## config.mk

```make
export PLATFORM = sky130hd
export DESIGN_NAME = serial_magnitude_comparator
export DESIGN_NICKNAME = d
export VERILOG_FILES = /design/src/rtl/serial_magnitude_comparator.sv
export SDC_FILE = /design/constraint.sdc
export NUM_CORES = 1
export LEC_CHECK = 0
export ABC_AREA = 1
export ABC_CLOCK_PERIOD_IN_PS = 3400
export BUFFER_PORTS_ARGS = -buffer_cell sky130_fd_sc_hd__buf_4
export CAP_MARGIN = 20
export CORE_MARGIN = 1.5
export CORE_UTILIZATION = 58
export DETAILED_ROUTE_END_ITERATION = 8
export GPL_TIMING_DRIVEN = 0
export PLACE_DENSITY = 0.84
export SETUP_SLACK_MARGIN = 0.1
export SYNTH_ARGS = -nofsm -noshare
export SYNTH_HDL_FRONTEND = slang
export SYNTH_SLANG_ARGS = --single-unit
```

## constraint.sdc

```tcl
create_clock -name clk -period 3.4 [get_ports clk]
set_input_delay 0.17 -clock clk [delete_from_list [all_inputs] [get_ports clk]]
set_output_delay 0.17 -clock clk [all_outputs]
set_load 0.02 [all_outputs]
```

## src/rtl/serial_magnitude_comparator.sv

```systemverilog
// -----------------------------------------------------------------------------
// serial_magnitude_comparator
//
// Multi-cycle magnitude comparator. Compares two WIDTH-bit operands DIGIT bits
// per clock, most significant digit first, and stops at the first differing
// digit. Optional two's-complement interpretation.
//
// Handshake: a request is accepted on a rising clk edge where start=1 and
// busy=0; operands and signed_mode are captured on that edge only. busy stays
// high until the completing edge, where eq/lt/gt update and done pulses for
// one cycle. start while busy=1 is dropped (not queued). start may already be
// high in the done cycle, giving back-to-back compares with no idle cycle.
//
// Ports:
//   clk          rising-edge clock
//   reset        asynchronous, active-high reset
//   start        compare request
//   x, y         operands A and B (WIDTH bits)
//   signed_mode  1 = two's-complement compare, 0 = unsigned
//   busy         compare in progress
//   done         one-cycle pulse when eq/lt/gt update
//   eq, lt, gt   result of the last completed compare (one-hot after first)
// -----------------------------------------------------------------------------
module serial_magnitude_comparator #(
  parameter int WIDTH = 16,
  parameter int DIGIT = 2
) (
  input  logic             clk,
  input  logic             reset,
  input  logic             start,
  input  logic [WIDTH-1:0] x,
  input  logic [WIDTH-1:0] y,
  input  logic             signed_mode,
  output logic             busy,
  output logic             done,
  output logic             eq,
  output logic             lt,
  output logic             gt
);

  localparam int N  = WIDTH / DIGIT;
  localparam int IW = (N > 1) ? $clog2(N) : 1;

  localparam logic [IW-1:0]    LAST_IDX  = IW'(N - 1);
  localparam logic [WIDTH-1:0] SIGN_MASK = WIDTH'(1) << (WIDTH - 1);

  typedef enum logic {
    IDLE = 1'b0,
    RUN  = 1'b1
  } state_t;

  state_t           state, state_n;
  logic [IW-1:0]    idx, idx_n;
  logic [WIDTH-1:0] xa, xa_n;
  logic [WIDTH-1:0] ya, ya_n;
  logic             done_n, eq_n, lt_n, gt_n;

  // The latched operands are shifted left one digit per cycle, so the digit
  // under compare is always the top DIGIT bits.
  logic [DIGIT-1:0] xd, yd;
  assign xd = xa[WIDTH-1 -: DIGIT];
  assign yd = ya[WIDTH-1 -: DIGIT];

  assign busy = (state == RUN);

  always_ff @(posedge clk or posedge reset) begin
    if (reset) begin
      state <= IDLE;
      idx   <= '0;
      xa    <= '0;
      ya    <= '0;
      done  <= 1'b0;
      eq    <= 1'b0;
      lt    <= 1'b0;
      gt    <= 1'b0;
    end else begin
      state <= state_n;
      idx   <= idx_n;
      xa    <= xa_n;
      ya    <= ya_n;
      done  <= done_n;
      eq    <= eq_n;
      lt    <= lt_n;
      gt    <= gt_n;
    end
  end

  always_comb begin
    state_n = state;
    idx_n   = idx;
    xa_n    = xa;
    ya_n    = ya;
    done_n  = 1'b0;
    eq_n    = eq;
    lt_n    = lt;
    gt_n    = gt;

    case (state)
      IDLE: begin
        if (start) begin
          // Flipping the sign bit of both operands at capture maps two's
          // complement order onto unsigned order; only digit 0 is affected.
          xa_n    = signed_mode ? (x ^ SIGN_MASK) : x;
          ya_n    = signed_mode ? (y ^ SIGN_MASK) : y;
          idx_n   = '0;
          state_n = RUN;
        end
      end

      RUN: begin
        if (xd != yd) begin
          eq_n    = 1'b0;
          lt_n    = (xd < yd);
          gt_n    = (xd > yd);
          done_n  = 1'b1;
          idx_n   = '0;
          state_n = IDLE;
        end else if (idx == LAST_IDX) begin
          eq_n    = 1'b1;
          lt_n    = 1'b0;
          gt_n    = 1'b0;
          done_n  = 1'b1;
          idx_n   = '0;
          state_n = IDLE;
        end else begin
          idx_n = idx + IW'(1);
          xa_n  = xa << DIGIT;
          ya_n  = ya << DIGIT;
        end
      end

      default: state_n = IDLE;
    endcase
  end

endmodule
```

== After elaboration in Yosys (flattened, before gate mapping) ==
Index checks and enable logic that the tools add are counted.

* Bits in registers: 40
* Bits in latches: 0
* Memory bits (writable): 0
* Bits in read-only memories: 0
* Memories: 0

* $add $sub $neg: 1
* $mul: 0
* Divide/modulo/power cells: 0
* Order comparisons: 2
* Equality and inequality tests: 5
* Shifts and indexed selects: 0
* Multiplexer cells: 26
* Bitwise logic cells: 3
* Reduce and logical (&&, ||, !) cells: 3

{| class="wikitable"
|+ Operators by type and width
! kind !! count
|-
| 16-bit 2-to-1 mux || 8
|-
| 16-bit one-hot mux with 2 select lines || 2
|-
| 1-bit 2-to-1 mux || 11
|-
| 3-bit 2-to-1 mux || 3
|-
| 2-bit != test, second input constant || 3
|-
| 3-bit one-hot mux with 2 select lines || 1
|-
| 3-bit by 1-bit adder with 3-bit output, second input constant || 1
|-
| 3-bit == test, second input constant || 1
|-
| 1-bit inverter || 3
|-
| 3-bit AND reduction || 1
|-
| 2-bit > comparator || 1
|-
| 2-bit less-than comparator || 1
|-
| 2-bit != test || 1
|-
| 1-bit one-hot mux with 2 select lines || 1
|-
| 2-bit AND reduction || 1
|-
| 2-bit nonzero test || 1
|}

== Depth between registers and ports, before layout ==
Gate-level depths: netlist of the first run.

* Depth after elaboration: 4
* Depth in mapped cells: 9
* Depth with buffers taken out: 7

== Worst setup path after synthesis of the first run ==
No wires, ideal clock.

* Path type: register -> register
* From: register idx[0]
* To: register xa[15]
* Data arrival time: 1.229 ns
* Required time: 3.284 ns
* Path slack: 2.055 ns
* Cell stages (with the launch flop): 8
* Path buffers: 1
* Period minus slack after synthesis: 1.345 ns
* Cells stage by stage: dfrtp_1 -> ha_1 -> ha_1 -> nand2_1 -> nand3_2 -> buf_6 -> nand2_1 -> nand2_1

* Cells in the longest elaborated chain, start to end: 3

{| class="wikitable"
|+ Ends and longest elaborated chain
! item !! line !! RTL
|-
| from (decl) || 53 || <nowiki>logic [IW-1:0] idx, idx_n;</nowiki>
|-
| from (signal assigned) || 78 || <nowiki>idx <= idx_n;</nowiki>
|-
| 3-bit == test || 118 || <nowiki>end else if (idx == LAST_IDX) begin</nowiki>
|-
| 2-bit != test (no line) || - ||
|-
| 3-bit AND reduction (no line) || - ||
|-
| to (signal assigned) || 79 || <nowiki>xa <= xa_n;</nowiki>
|-
| to (decl) || 54 || <nowiki>logic [WIDTH-1:0] xa, xa_n;</nowiki>
|}

No other way between the ends.
A chain may end at the register's enable or synchronous reset.

== Worst setup path in the final report of the first run ==
* From: register xa[15]
* To: register ya[11]

* Cells in the longest elaborated chain, start to end: 3

{| class="wikitable"
|+ Ends and longest elaborated chain
! item !! line !! RTL
|-
| 2-bit != test || 111 || <nowiki>if (xd != yd) begin</nowiki>
|-
| 2-bit != test (no line) || - ||
|-
| 3-bit AND reduction (no line) || - ||
|-
| to (signal assigned) || 80 || <nowiki>ya <= ya_n;</nowiki>
|-
| to (decl) || 55 || <nowiki>logic [WIDTH-1:0] ya, ya_n;</nowiki>
|}

No other way between the ends.

==> Implementation_results.wiki, run 1 <==
{| class="wikitable"
! Metric !! Value
|-
| Post-Syn Instances || 280
|-
| Total via count after detailed routing || 1,816
|-
| Worst hold path type || in2reg
|-
| Mean area per synthesized cell || 7.23 sq um
|-
| Uppermost layer routed || met4
|-
| Startpoint kind of the worst setup timing path || flip-flop
|-
| Leakage Power || 0.00147 uW
|-
| Boundary pin count || 41
|-
| Setup-failing EPs final || 0
|-
| Number of antenna violations at the first check in global routing || 0
|-
| Clk slew on worst S/H paths || 120 ps
|-
| First-pass iteration count of the detailed router || 4
|-
| Run status || complete, no violations
|-
| Leading area contributor after synthesis || sky130_fd_sc_hd__dfrtp_1
|-
| Crit path time final || 1580 ps
|-
| Cell with the most instances after synthesis || sky130_fd_sc_hd__nand2_1
|-
| Total routed wirelength || 4220 microns
|-
| Layout Area Growth over Synthesis || 21.1%
|-
| Routed metal-1 wire length || 1930 microns
|-
| Total core area || 3340 sq um
|-
| Power Dens Cells || 842 nW/um^2
|-
| PortBufs || 40
|-
| Hold Worst Slack || 45.3 ps
|-
| Syn Std Cell Area || 2020 sq um
|-
| Share of the cycle needed by the critical path after routing || 46.6%
|-
| Buffer levels on the longest clock path || 2
|-
| Leading post-synthesis cells by cell area || sky130_fd_sc_hd__dfrtp_1 49%, sky130_fd_sc_hd__nand2_1 35%, sky130_fd_sc_hd__buf_6 3.3%
|-
| Row count || 21
|-
| Initial cell density of the core || 60.7%
|-
| Remaining antenna violation count after routing || 0
|-
| Flop pwr share || 37.1%
|-
| Hold Vio Cnt, Final || 0
|-
| Adder-Cell Fraction of Synth Area || 2.47%
|-
| Antenna fix cells || 0
|-
| DRC violation total after the first TritonRoute iteration || 103
|-
| Fraction of power spent switching nets || 43.4%
|-
| Number of H-tree branching levels || 2
|-
| Number of global-route vias before repair || 1,567
|-
| Simple-gate portion of the synthesized area || 38.4%
|-
| Die Width || 62.1 microns
|-
| Critical-path maximum fanout || 10
|-
| Synth top area share || 49.4%
|-
| Max-slew headroom at the worst pin || 46.0%
|-
| Fraction of synthesized cell area in xor and xnor cells || 0%
|-
| Routed wire length per instance || 11.2 microns
|-
| CP Data Required Time || 3650 ps
|-
| Internal || 1170 uW
|-
| Setup repair after global routing missed its margin || no
|-
| Fraction of power consumed by the clock network || 12.2%
|-
| Via-per-instance ratio || 4.84
|-
| Count of nets after finishing || 368
|-
| Asr flop ratio synth || 100%
|-
| Global placer's final weighted congestion || 0.812
|-
| Count of state elements after synthesis || 40
|-
| Seq/Total Area, Yosys || 49.4%
|-
| VDD IR max || 0.429 mV
|-
| Post-route DRC || 0
|-
| Arrival time reported for the critical path endpoint || 1830 ps
|-
| Leftover overflow at the end of global routing || 0
|-
| Met2 Routed Length || 2080 microns
|-
| Slew Viols, Final || 0
|-
| Pin slew with the least headroom to its limit || 809 ps
|-
| Synth warn || 0
|-
| Clock tree from TritonCTS || done
|-
| Endpoint kind of the worst setup timing path || flip-flop
|-
| Clock buffer count from CTS || 5
|-
| Pin count of the biggest net entering global routing || 41
|-
| Met3 WL post-DR || 166 microns
|-
| Total Negative Setup Slacks || 0 ps
|-
| Insertion delay of the later-clocked pin in the worst-skew pair || 350 ps
|-
| Worst clock skew on the final layout || 9.09 ps
|-
| Multiplexer share of the synthesized area || 0%
|-
| CTS sink cnt || 40
|-
| Synthesized-area fraction occupied by ao, oa, aoi and oai cells || 1.85%
|-
| First-pass GRT wire length || 6820 microns
|-
| Number of distinct library cells after synthesis || 15
|-
| Combinational family with the most area after synthesis || simple AND/OR/NAND/NOR gates
|-
| Most frequent cells after synthesis || 190 x sky130_fd_sc_hd__nand2_1, 40 x sky130_fd_sc_hd__dfrtp_1, 12 x sky130_fd_sc_hd__inv_1, 9 x sky130_fd_sc_hd__nand3_1, 7 x sky130_fd_sc_hd__buf_2
|-
| Maximum frequency from static timing analysis || 0.632 GHz
|-
| Proportion of power drawn by combinational gates || 50.7%
|-
| Most frequently used flop master after synthesis || sky130_fd_sc_hd__dfrtp_1
|-
| Height of the die || 62.1 microns
|-
| Max cap viols || 0
|-
| Full die area || 3850 sq um
|-
| Fraction of layout cells with a size suffix above 1 || 19.1%
|-
| Net load switching power || 897 uW
|-
| Worst Setup Path Type || reg2reg
|-
| Post-Syn Nets || 320
|-
| Detail Placement HPWL || 3020 microns
|-
| Number of synthesized flops with an enable pin || 0
|-
| Root Buffer || sky130_fd_sc_hd__clkbuf_4
|-
| Global routing usage summed across all routing layers || 24.7%
|}
[layout by cell type, fill, tap and decap left out, drive strengths merged]
cell type / instances
nand2: 190
buf: 53
dfrtp: 40
inv: 14
nand3: 10
clkbuf: 8
o21ai: 5
ha: 4
nand4: 1
o21bai: 1
nor2: 1
a21oi: 1
dlygate4sd3: 1
[power groups by stage]
| stage | sequential [uW] | clock [uW] | combinational (uW) |
|---|---|---|---|
| after global routing | 789 | 277 | 1210 |
| after global placement | 768 | 0 | 1020 |
| final | 766 | 252 | 1050 |
| after CTS | 765 | 257 | 1060 |
| after floorplan | 780 | 0 | 760 |
| after detailed placement | 774 | 0 | 1050 |
[area by class of cell]
cell class	instances	area, sq um
plain buffers	13	103
clock buffers	8	58.8
fillers	288	886
inverters	14	55.1
multi-input cells	213	866
flip-flops and latches	40	1000
well taps	46	57.6
repair buffers	41	310
[cells by family after synthesis]
kind of cell | after synthesis
and+or+nand+nor | 202
buffers and inverters | 27
AOI/OAI and AO/OA | 7
adders and majority gates | 4
DFF | 40
[worst max-delay path: stages, from the launching register on]
cell and delay (ps):
sky130_fd_sc_hd__dfrtp_1 410, sky130_fd_sc_hd__ha_1 320, sky130_fd_sc_hd__nand2_1 130, sky130_fd_sc_hd__nand2_1 140
sky130_fd_sc_hd__nand3_2 170, sky130_fd_sc_hd__buf_6 190, sky130_fd_sc_hd__nand2_1 70, sky130_fd_sc_hd__nand2_1 50
[flip-flops by register name (all words and copies together) (netlist names)]
signal and flops:
lt 1, busy 1, ya 16, idx 3
eq 1, xa 16, gt 1, done 1
[worst paths after layout]
path,from,slack (ps),cells after the start,to
setup / recovery,xa[15],1820,7,ya[11]
hold / removal,y[0],50,3,ya[0]
setup reg to reg,xa[15],1820,7,ya[11]
hold reg to reg,xa[0],480,2,xa[0]
max in group asynchronous,reset,2350,3,ya[4]
min in group asynchronous,reset,520,3,xa[11]
[metrics by stage]
stage | instances | power, uW | util [%] | setup WS, ps | instance area (sq um)
floorplan | 280 | 1540 | - | 2050 | 2020
detailed placement | 366 | 1820 | 71.4 | 1850 | 2380
CTS | 375 | 2080 | 73.5 | 1810 | 2450
global placement | 366 | 1790 | 71.4 | 1780 | 2380
finish | 375 | 2060 | 73.5 | 1820 | 2450
global route | 375 | 2270 | 73.5 | 1690 | 2450
[repair_timing]
action / in CTS / in global routing
hold buffers: 1 / 0
endpoints found under the hold margin: 10 / 0
buffers inserted: 0 / 0
resized for setup: 0 / 0
[per-layer routing]
layer | up-vias | track usage [%]
met4 | 0 | 5.47
met2 | 40 | 41.5
met5 | - | 0
met1 | 834 | 32.2
li1 | 937 | -
met3 | 5 | 6.21
(Power assumes the default switching activity.)
==> run 2: changes to the inputs <==
ABC_CLOCK_PERIOD_IN_PS = 1400   (was 3400)
CORE_UTILIZATION = 49   (was 58)
PLACE_DENSITY = 0.75   (was 0.84)
clock period = 1.4 ns   (was 3.4 ns; I/O delays follow)
==> run 2 against run 1 <==
The run now ends with negative hold slack, negative setup slack left. Flip-flop and latch count did not move. Routed wire length rose by 18%. Hold slack got worse by 47 ps. Largest cell class is now multi-input gates. Clock power rose to 3.2 times the previous value. Total power rose to 3.1 times the previous value. Design area rose by 15%. Maximum frequency rose by 6.5%. Sequential share of layout area fell by 5.3 points. Setup slack got worse by 1900 ps. Register-to-register slack got worse by 1900 ps.
==> Implementation_results.wiki, run 2 (synthesized netlist as in run 1, its figures left out) <==
{| class="wikitable"
! Metric !! Value
|-
| Run status || complete, but fails checks
|-
| Violated checks || negative hold slack, negative setup slack
|-
| Setup repair after global routing missed its margin || yes
|-
| Post-route DRC || 0 (unchanged)
|-
| Total via count after detailed routing || 1,919 (+5.7%)
|-
| Max-slew headroom at the worst pin || 45.6% (-0.36 points)
|-
| Startpoint kind of the worst setup timing path || flip-flop
|-
| Total routed wirelength || 4990 microns (+18%)
|-
| Post-route worst setup slack || -87.1 ps (-1900 ps)
|-
| Maximum frequency from static timing analysis || 0.672 GHz (+6.5%)
|-
| Clock buffer count from CTS || 5 (unchanged)
|-
| Worst clock skew on the final layout || 7.23 ps (-1.85 ps)
|-
| Arrival time reported for the critical path endpoint || 1730 ps (-100 ps)
|-
| PortBufs || 40 (unchanged)
|-
| Insertion delay of the later-clocked pin in the worst-skew pair || 300 ps (-50 ps)
|-
| First-pass GRT wire length || 7460 microns (+9.4%)
|-
| Pin count of the biggest net entering global routing || 41 (unchanged)
|-
| Via-per-instance ratio || 4.91 (+1.3%)
|-
| Root Buffer || sky130_fd_sc_hd__clkbuf_8
|-
| Fraction of power consumed by the clock network || 12.8% (+0.6 points)
|-
| Total power consumption of the routed design || 6390 uW (+210%)
|-
| Row count || 23 (+9.5%)
|-
| DRC violation total after the first TritonRoute iteration || 62 (-40%)
|-
| Pin slew with the least headroom to its limit || 815 ps (+5.33 ps)
|-
| Proportion of power drawn by combinational gates || 57.0% (+6.3 points)
|-
| Layout Area Growth over Synthesis || 39.0%
|-
| Die Width || 67.3 microns (+8.4%)
|-
| Clk slew on worst S/H paths || 70 ps (-50 ps)
|-
| First-pass iteration count of the detailed router || 6 (+2)
|-
| Slew Viols, Final || 0 (unchanged)
|-
| Global routing usage summed across all routing layers || 22.5% (-2.1 points)
|-
| Most common library cell in the layout ignoring fill and taps || sky130_fd_sc_hd__nand2_1
|-
| Leakage Power || 0.00160 uW (+8.7%)
|-
| Number of antenna violations at the first check in global routing || 0 (unchanged)
|-
| Worst hold path type || in2reg
|-
| Routed wire length per instance || 12.8 microns (+14%)
|-
| Fraction of power spent switching nets || 43.7% (+0.27 points)
|-
| Fraction of layout cells with a size suffix above 1 || 37.2% (+18 points)
|-
| Share of the cycle needed by the critical path after routing || 106% (+60 points)
|-
| Hold Worst Slack || -1.62 ps (-46.9 ps)
|-
| Number of global-route vias before repair || 1,660 (+5.9%)
|-
| Leftover overflow at the end of global routing || 0 (unchanged)
|-
| Worst Setup Path Type || reg2reg
|-
| Total core area || 3970 sq um (+19%)
|-
| Internal || 3600 uW (+210%)
|-
| Remaining antenna violation count after routing || 0 (unchanged)
|-
| Number of H-tree branching levels || 2 (unchanged)
|-
| Detail Placement HPWL || 3000 microns (-0.74%)
|-
| Full die area || 4530 sq um (+17%)
|-
| Biggest regs || xa: 16 flops, ya: 16 flops, idx: 3 flops
|-
| Max cap viols || 0 (unchanged)
|-
| Critical-path maximum fanout || 5 (-5)
|-
| Buffer levels on the longest clock path || 2 (unchanged)
|-
| Global placer's final weighted congestion || 0.806 (-0.81%)
|-
| Net load switching power || 2790 uW (+210%)
|-
| Setup-failing EPs final || 29 (+29)
|-
| CTS sink cnt || 40 (unchanged)
|-
| Fill cells || 323 (+12%)
|-
| VDD IR max || 0.991 mV (+130%)
|-
| Power Dens Cells || 2270 nW/um^2 (+170%)
|-
| Antenna fix cells || 0 (unchanged)
|-
| Hold Vio Cnt, Final || 2 (+2)
|-
| Leading cell types in the layout, fill and taps excluded || 145 x sky130_fd_sc_hd__nand2_1, 45 x sky130_fd_sc_hd__buf_4, 40 x sky130_fd_sc_hd__nand2_2, 40 x sky130_fd_sc_hd__dfrtp_1, 10 x sky130_fd_sc_hd__buf_6
|-
| CP Data Required Time || 1640 ps (-2010 ps)
|-
| Crit path time final || 1490 ps (-95.9 ps)
|-
| Endpoint kind of the worst setup timing path || flip-flop
|-
| Initial cell density of the core || 51.0% (-9.7 points)
|-
| Clock tree from TritonCTS || done
|-
| Count of nets after finishing || 380 (+3.3%)
|-
| Slack of the worst reg-to-reg path || -90 ps (-1900 ps)
|-
| Dpl ws || -68.1 ps (-1920 ps)
|-
| Flop pwr share || 30.3% (-6.8 points)
|-
| Height of the die || 67.3 microns (+8.4%)
|-
| Boundary pin count || 41 (unchanged)
|}
## run 2: changes by cell type in the layout (fill, tap and decap cells not counted), sizes merged
cell,before,now
buf,53,62
clkbuf,8,10
dlygate4sd3,1,2
## run 2: layer usage
metal	part of all wire [%]	GRT usage, %	vias up
met2	48	36.3	51
li1	-	-	965
met4	2.2	8.67	0
met1	44	28.9	893
met3	5.1	6.17	10
met5	0	0	-
## run 2: stage by stage
stage	hold slack (ps)	instances	cell area, sq um	utilization [%]	TNS [ps]
floorplan	214	280	2040	-	0
global route	10.4	391	2810	70.9	-3060
finish	-1.62	391	2810	70.9	-1150
detailed placement	289	370	2400	60.6	-1050
global placement	302	370	2400	60.6	-6800
CTS	1.28	389	2720	68.4	-0.280
## run 2: final timing paths
kind / depth (start not counted) / endpoint / from
worst max-delay path: 9 / xa[3] / idx[0]
worst min-delay path: 3 / ya[0] / y[0]
max in group asynchronous: 3 / xa[0] / reset
min in group asynchronous: 3 / xa[9] / reset
worst min register to register: 2 / ya[9] / ya[9]
worst max register to register: 9 / xa[3] / idx[0]
## run 2: final cells by class
type	instances	area, sq um	area share [%]
multi-input cells	213	1050	37.5
flip-flops and latches	40	1000	35.6
inverters	14	57.6	2.05
clock buffers	8	90.1	3.20
repair buffers	53	439	15.6
well taps	50	62.6	2.22
plain buffers	13	109	3.87
## run 2: worst max-delay path, cell delays in order, from the launching register on
cell	delay [ps]
sky130_fd_sc_hd__dfrtp_1	400
sky130_fd_sc_hd__ha_2	210
sky130_fd_sc_hd__ha_4	180
sky130_fd_sc_hd__inv_2	40
sky130_fd_sc_hd__nand4_1	70
sky130_fd_sc_hd__nand2_1	120
sky130_fd_sc_hd__buf_6	140
sky130_fd_sc_hd__clkbuf_16	150
sky130_fd_sc_hd__nand2_4	50
sky130_fd_sc_hd__nand2_2	60
## run 2: power by group through the flow
stage          Combinational, uW  Sequential [uW]  Clock, uW
5_1_grt                     4020             1980        844
3_3_place_gp                2550             1860          0
6_report                    3640             1930        815
3_5_place_dp                2600             1880          0
4_1_cts                     3220             1920        810
2_1_floorplan               1900             1900          0
## run 2: repair_timing
| action | 4_1_cts | 5_1_grt |
|---|---|---|
| setup buffers | 6 | 2 |
| pin swaps | 11 | 15 |
| gates cloned | 3 | 1 |
| resized for setup | 40 | 26 |
| hold buffers | 2 | 0 |
| setup endpoints to repair | 36 | 37 |
| hold endpoints to repair | 41 | 0 |
==> run 3: changes to the inputs <==
--- a/config.mk
+++ b/config.mk
@@ -7,12 +7,12 @@
 export LEC_CHECK = 0
 export ABC_AREA = 1
-export ABC_CLOCK_PERIOD_IN_PS = 1400
+export ABC_CLOCK_PERIOD_IN_PS = 1700
 export BUFFER_PORTS_ARGS = -buffer_cell sky130_fd_sc_hd__buf_4
 export CAP_MARGIN = 20
 export CORE_MARGIN = 1.5
-export CORE_UTILIZATION = 49
+export CORE_UTILIZATION = 54
 export DETAILED_ROUTE_END_ITERATION = 8
 export GPL_TIMING_DRIVEN = 0
-export PLACE_DENSITY = 0.75
+export PLACE_DENSITY = 0.79
 export SETUP_SLACK_MARGIN = 0.1
 export SYNTH_ARGS = -nofsm -noshare
==> constraint.sdc (replaced) <==
create_clock -name clk -period 1.7 [get_ports clk]
set_input_delay 0.085 -clock clk [delete_from_list [all_inputs] [get_ports clk]]
set_output_delay 0.085 -clock clk [all_outputs]
set_load 0.005 [all_outputs]
==> run 3 against run 2 <==
The flow finishes with violations (negative hold slack). Hold slack got worse by 37 ps. Combinational power fell by 40%. Design area fell by 9.2%. First-iteration DRC count increased by 55%. Routed wire length shrank 13%. Utilization decreased by 0.51 points. Register-to-register slack improved by 310 ps. Die area shrank 8.8%. Largest cell class is now registers. Sequential share of layout area up 3.6 points.
==> Implementation_results.wiki, run 3 (synthesized netlist as in run 1, its figures left out) <==
{| class="wikitable"
! Metric !! Value
|-
| Met2 Routed Length || 2150 microns (-11%)
|-
| Series of cell instances along the critical path || ha_1, ha_2, inv_1, nand4_1, nand2_1, buf_6, buf_6, nand2_1, nand2_1
|-
| Buffer levels on the longest clock path || 2 (unchanged)
|-
| Insertion delay of the later-clocked pin in the worst-skew pair || 290 ps (about the same)
|-
| Maximum frequency from static timing analysis || 0.677 GHz (+0.64%)
|-
| Worst hold path type || in2async
|-
| Post-route DRC || 0 (unchanged)
|-
| Biggest regs || xa: 16 flops, ya: 16 flops, idx: 3 flops
|-
| Fill cells || 324 (+0.31%)
|-
| DRC violation total after the first TritonRoute iteration || 96 (+55%)
|-
| Full die area || 4130 sq um (-8.8%)
|-
| Area after detailed placement || 2380 sq um (-0.83%)
|-
| Run status || complete, but fails checks
|-
| Leading cell types in the layout, fill and taps excluded || 188 x sky130_fd_sc_hd__nand2_1, 41 x sky130_fd_sc_hd__buf_4, 40 x sky130_fd_sc_hd__dfrtp_1
|-
| VDD IR max || 1.07 mV (+7.7%)
|-
| Boundary pin count || 41 (unchanged)
|-
| Pin slew with the least headroom to its limit || 834 ps (+19.2 ps)
|-
| Crit-path max cell delay || 400 ps (about the same)
|-
| Clock tree from TritonCTS || done
|-
| Most common library cell in the layout ignoring fill and taps || sky130_fd_sc_hd__nand2_1
|-
| Number of global-route vias before repair || 1,771 (+6.7%)
|-
| Crit path time final || 1480 ps (-9.42 ps)
|-
| Row count || 22 (-4.3%)
|-
| Power Dens Cells || 1790 nW/um^2 (-21%)
|-
| CP delay by family, top || flip-flops
|-
| Worst path bufs/invs || 3 (unchanged)
|-
| Slowest cell on the critical path || sky130_fd_sc_hd__dfrtp_1
|-
| Inst Count DP || 368 (-0.54%)
|-
| Setup repair after global routing missed its margin || no
|-
| Setup-failing EPs final || 0 (-100%)
|-
| Routed wire length per instance || 11.5 microns (-9.8%)
|-
| Number of antenna violations at the first check in global routing || 0 (unchanged)
|-
| Pin count of the biggest net entering global routing || 41 (unchanged)
|-
| Reg-to-reg critical path startpoint || idx[0]
|-
| Height of the die || 64.2 microns (-4.5%)
|-
| Root Buffer || sky130_fd_sc_hd__clkbuf_8
|-
| Endpoint kind of the worst setup timing path || flip-flop
|-
| Worst Setup Path Type || reg2reg
|-
| Leftover overflow at the end of global routing || 0 (unchanged)
|-
| Hold Vio Cnt, Final || 40 (+38)
|-
| Detail Placement HPWL || 3030 microns (+1.0%)
|-
| Uppermost layer routed || met4
|-
| Met3 WL post-DR || 174 microns (-32%)
|-
| PortBufs || 40 (unchanged)
|-
| Total via count after detailed routing || 1,843 (-4.0%)
|-
| Critical Path Most Common Cell || sky130_fd_sc_hd__nand2_1
|-
| Critical Path Source || idx[0]
|-
| Die Width || 64.2 microns (-4.5%)
|-
| Critical-path maximum fanout || 10 (+5)
|-
| Antenna fix cells || 0 (unchanged)
|-
| Leakage Power || 0.00151 uW (-5.5%)
|-
| Via-per-instance ratio || 4.88 (-0.66%)
|-
| First-pass GRT wire length || 7580 microns (+1.6%)
|-
| Max cap viols || 0 (unchanged)
|-
| Global routing usage summed across all routing layers || 23.6% (+1.1 points)
|-
| First-pass iteration count of the detailed router || 5 (-1)
|-
| Clk slew on worst S/H paths || 80 ps (about the same)
|-
| Slew Viols, Final || 0 (unchanged)
|-
| Layout Area Growth over Synthesis || 26.3%
|-
| CP Data Required Time || 1930 ps (+290 ps)
|-
| Total Negative Setup Slacks || 0 ps (+1150 ps)
|-
| Total core area || 3630 sq um (-8.5%)
|-
| Global placer's final weighted congestion || 0.798 (-0.94%)
|-
| Initial cell density of the core || 55.7% (+4.7 points)
|-
| Final design area excluding fillers || 2560 sq um (-9.2%)
|-
| Fraction of layout cells with a size suffix above 1 || 21.2% (-16 points)
|-
| Total routed wirelength || 4350 microns (-13%)
|-
| Number of H-tree branching levels || 2 (unchanged)
|-
| Cell Count, Final, Fillers Out || 378 (-3.3%)
|-
| Violated checks || negative hold slack
|-
| CTS sink cnt || 40 (unchanged)
|-
| Routed metal-1 wire length || 1990 microns (-9.9%)
|-
| Count of nets after finishing || 369 (-2.9%)
|-
| Remaining antenna violation count after routing || 0 (unchanged)
|-
| Hold Worst Slack || -38.6 ps (-37.0 ps)
|-
| Startpoint kind of the worst setup timing path || flip-flop
|-
| Arrival time reported for the critical path endpoint || 1710 ps (-20 ps)
|-
| Max-slew headroom at the worst pin || 44.3% (-1.3 points)
|-
| Clock buffer count from CTS || 5 (unchanged)
|-
| Worst clock skew on the final layout || 8.10 ps (+0.863 ps)
|-
| Share of the cycle needed by the critical path after routing || 86.9% (-19 points)
|}
[run 3: cell types whose count changed in the layout (fill, tap and decap cells not counted), moves of 3 or more]
cell / before / now
sky130_fd_sc_hd__nand2_4: 5 / 0
sky130_fd_sc_hd__buf_6: 10 / 6
sky130_fd_sc_hd__ha_1: 0 / 3
sky130_fd_sc_hd__nand2_2: 40 / 2
sky130_fd_sc_hd__inv_1: 8 / 11
sky130_fd_sc_hd__ha_4: 3 / 0
sky130_fd_sc_hd__nand2_1: 145 / 188
sky130_fd_sc_hd__buf_4: 45 / 41
[run 3: worst reg2reg max path: cells and delay by family (launching register included)]
kind / cells / cell delay (ps)
flops: 1 / 400
fa+ha+maj: 2 / 400
buf+inv: 3 / 310
simple gates: 4 / 300
[run 3: final cells by class]
| class | instances | area, sq um | area share, % |
|---|---|---|---|
| multi-input combinational | 213 | 881 | 34.5 |
| timing repair buffer | 42 | 328 | 12.8 |
| sequential | 40 | 1000 | 39.2 |
| clock inverter | 1 | 30.0 | 1.17 |
| clock buffer | 7 | 96.3 | 3.77 |
| buffer | 13 | 105 | 4.11 |
| tap | 48 | 60.1 | 2.35 |
| inverter | 14 | 55.1 | 2.15 |
[run 3: metrics by stage]
| step | total power [uW] | util [%] | setup slack (ps) |
|---|---|---|---|
| 3_3_place_gp | 3530 | 65.6 | 142 |
| 5_1_grt | 4990 | 70.4 | 89.8 |
| 4_1_cts | 4450 | 69.1 | 114 |
| 6_report | 4570 | 70.4 | 222 |
| 3_5_place_dp | 3600 | 65.6 | 128 |
| 2_1_floorplan | 3030 | - | 355 |
[run 3: routing by layer]
| layer | vias to the layer above | global-route usage (%) |
|---|---|---|
| met4 | 0 | 6.65 |
| met2 | 39 | 40.1 |
| li1 | 943 | - |
| met3 | 4 | 4.40 |
| met1 | 857 | 30.8 |
| met5 | - | 0 |
[run 3: repair_timing]
action	CTS	global route
buffers inserted	0	2
hold endpoints to repair	0	0
hold buffers	0	0
resized for setup	0	5
endpoints found under the setup margin	0	32
[run 3: worst paths after layout]
| kind | end | slack, ps | depth (start not counted) |
|---|---|---|---|
| min in group clk | ya[1] | 30 | 3 |
| max | ya[14] | 220 | 9 |
| min | ya[15] | -40 | 2 |
| max in group asynchronous | ya[1] | 1200 | 2 |
| max reg2reg | ya[14] | 220 | 9 |
| min reg2reg | xa[1] | 480 | 2 |
[run 3: where the power goes]
part	switching, uW	internal (uW)
clock	325	518
sequential	192	1340
combinational	1300	886
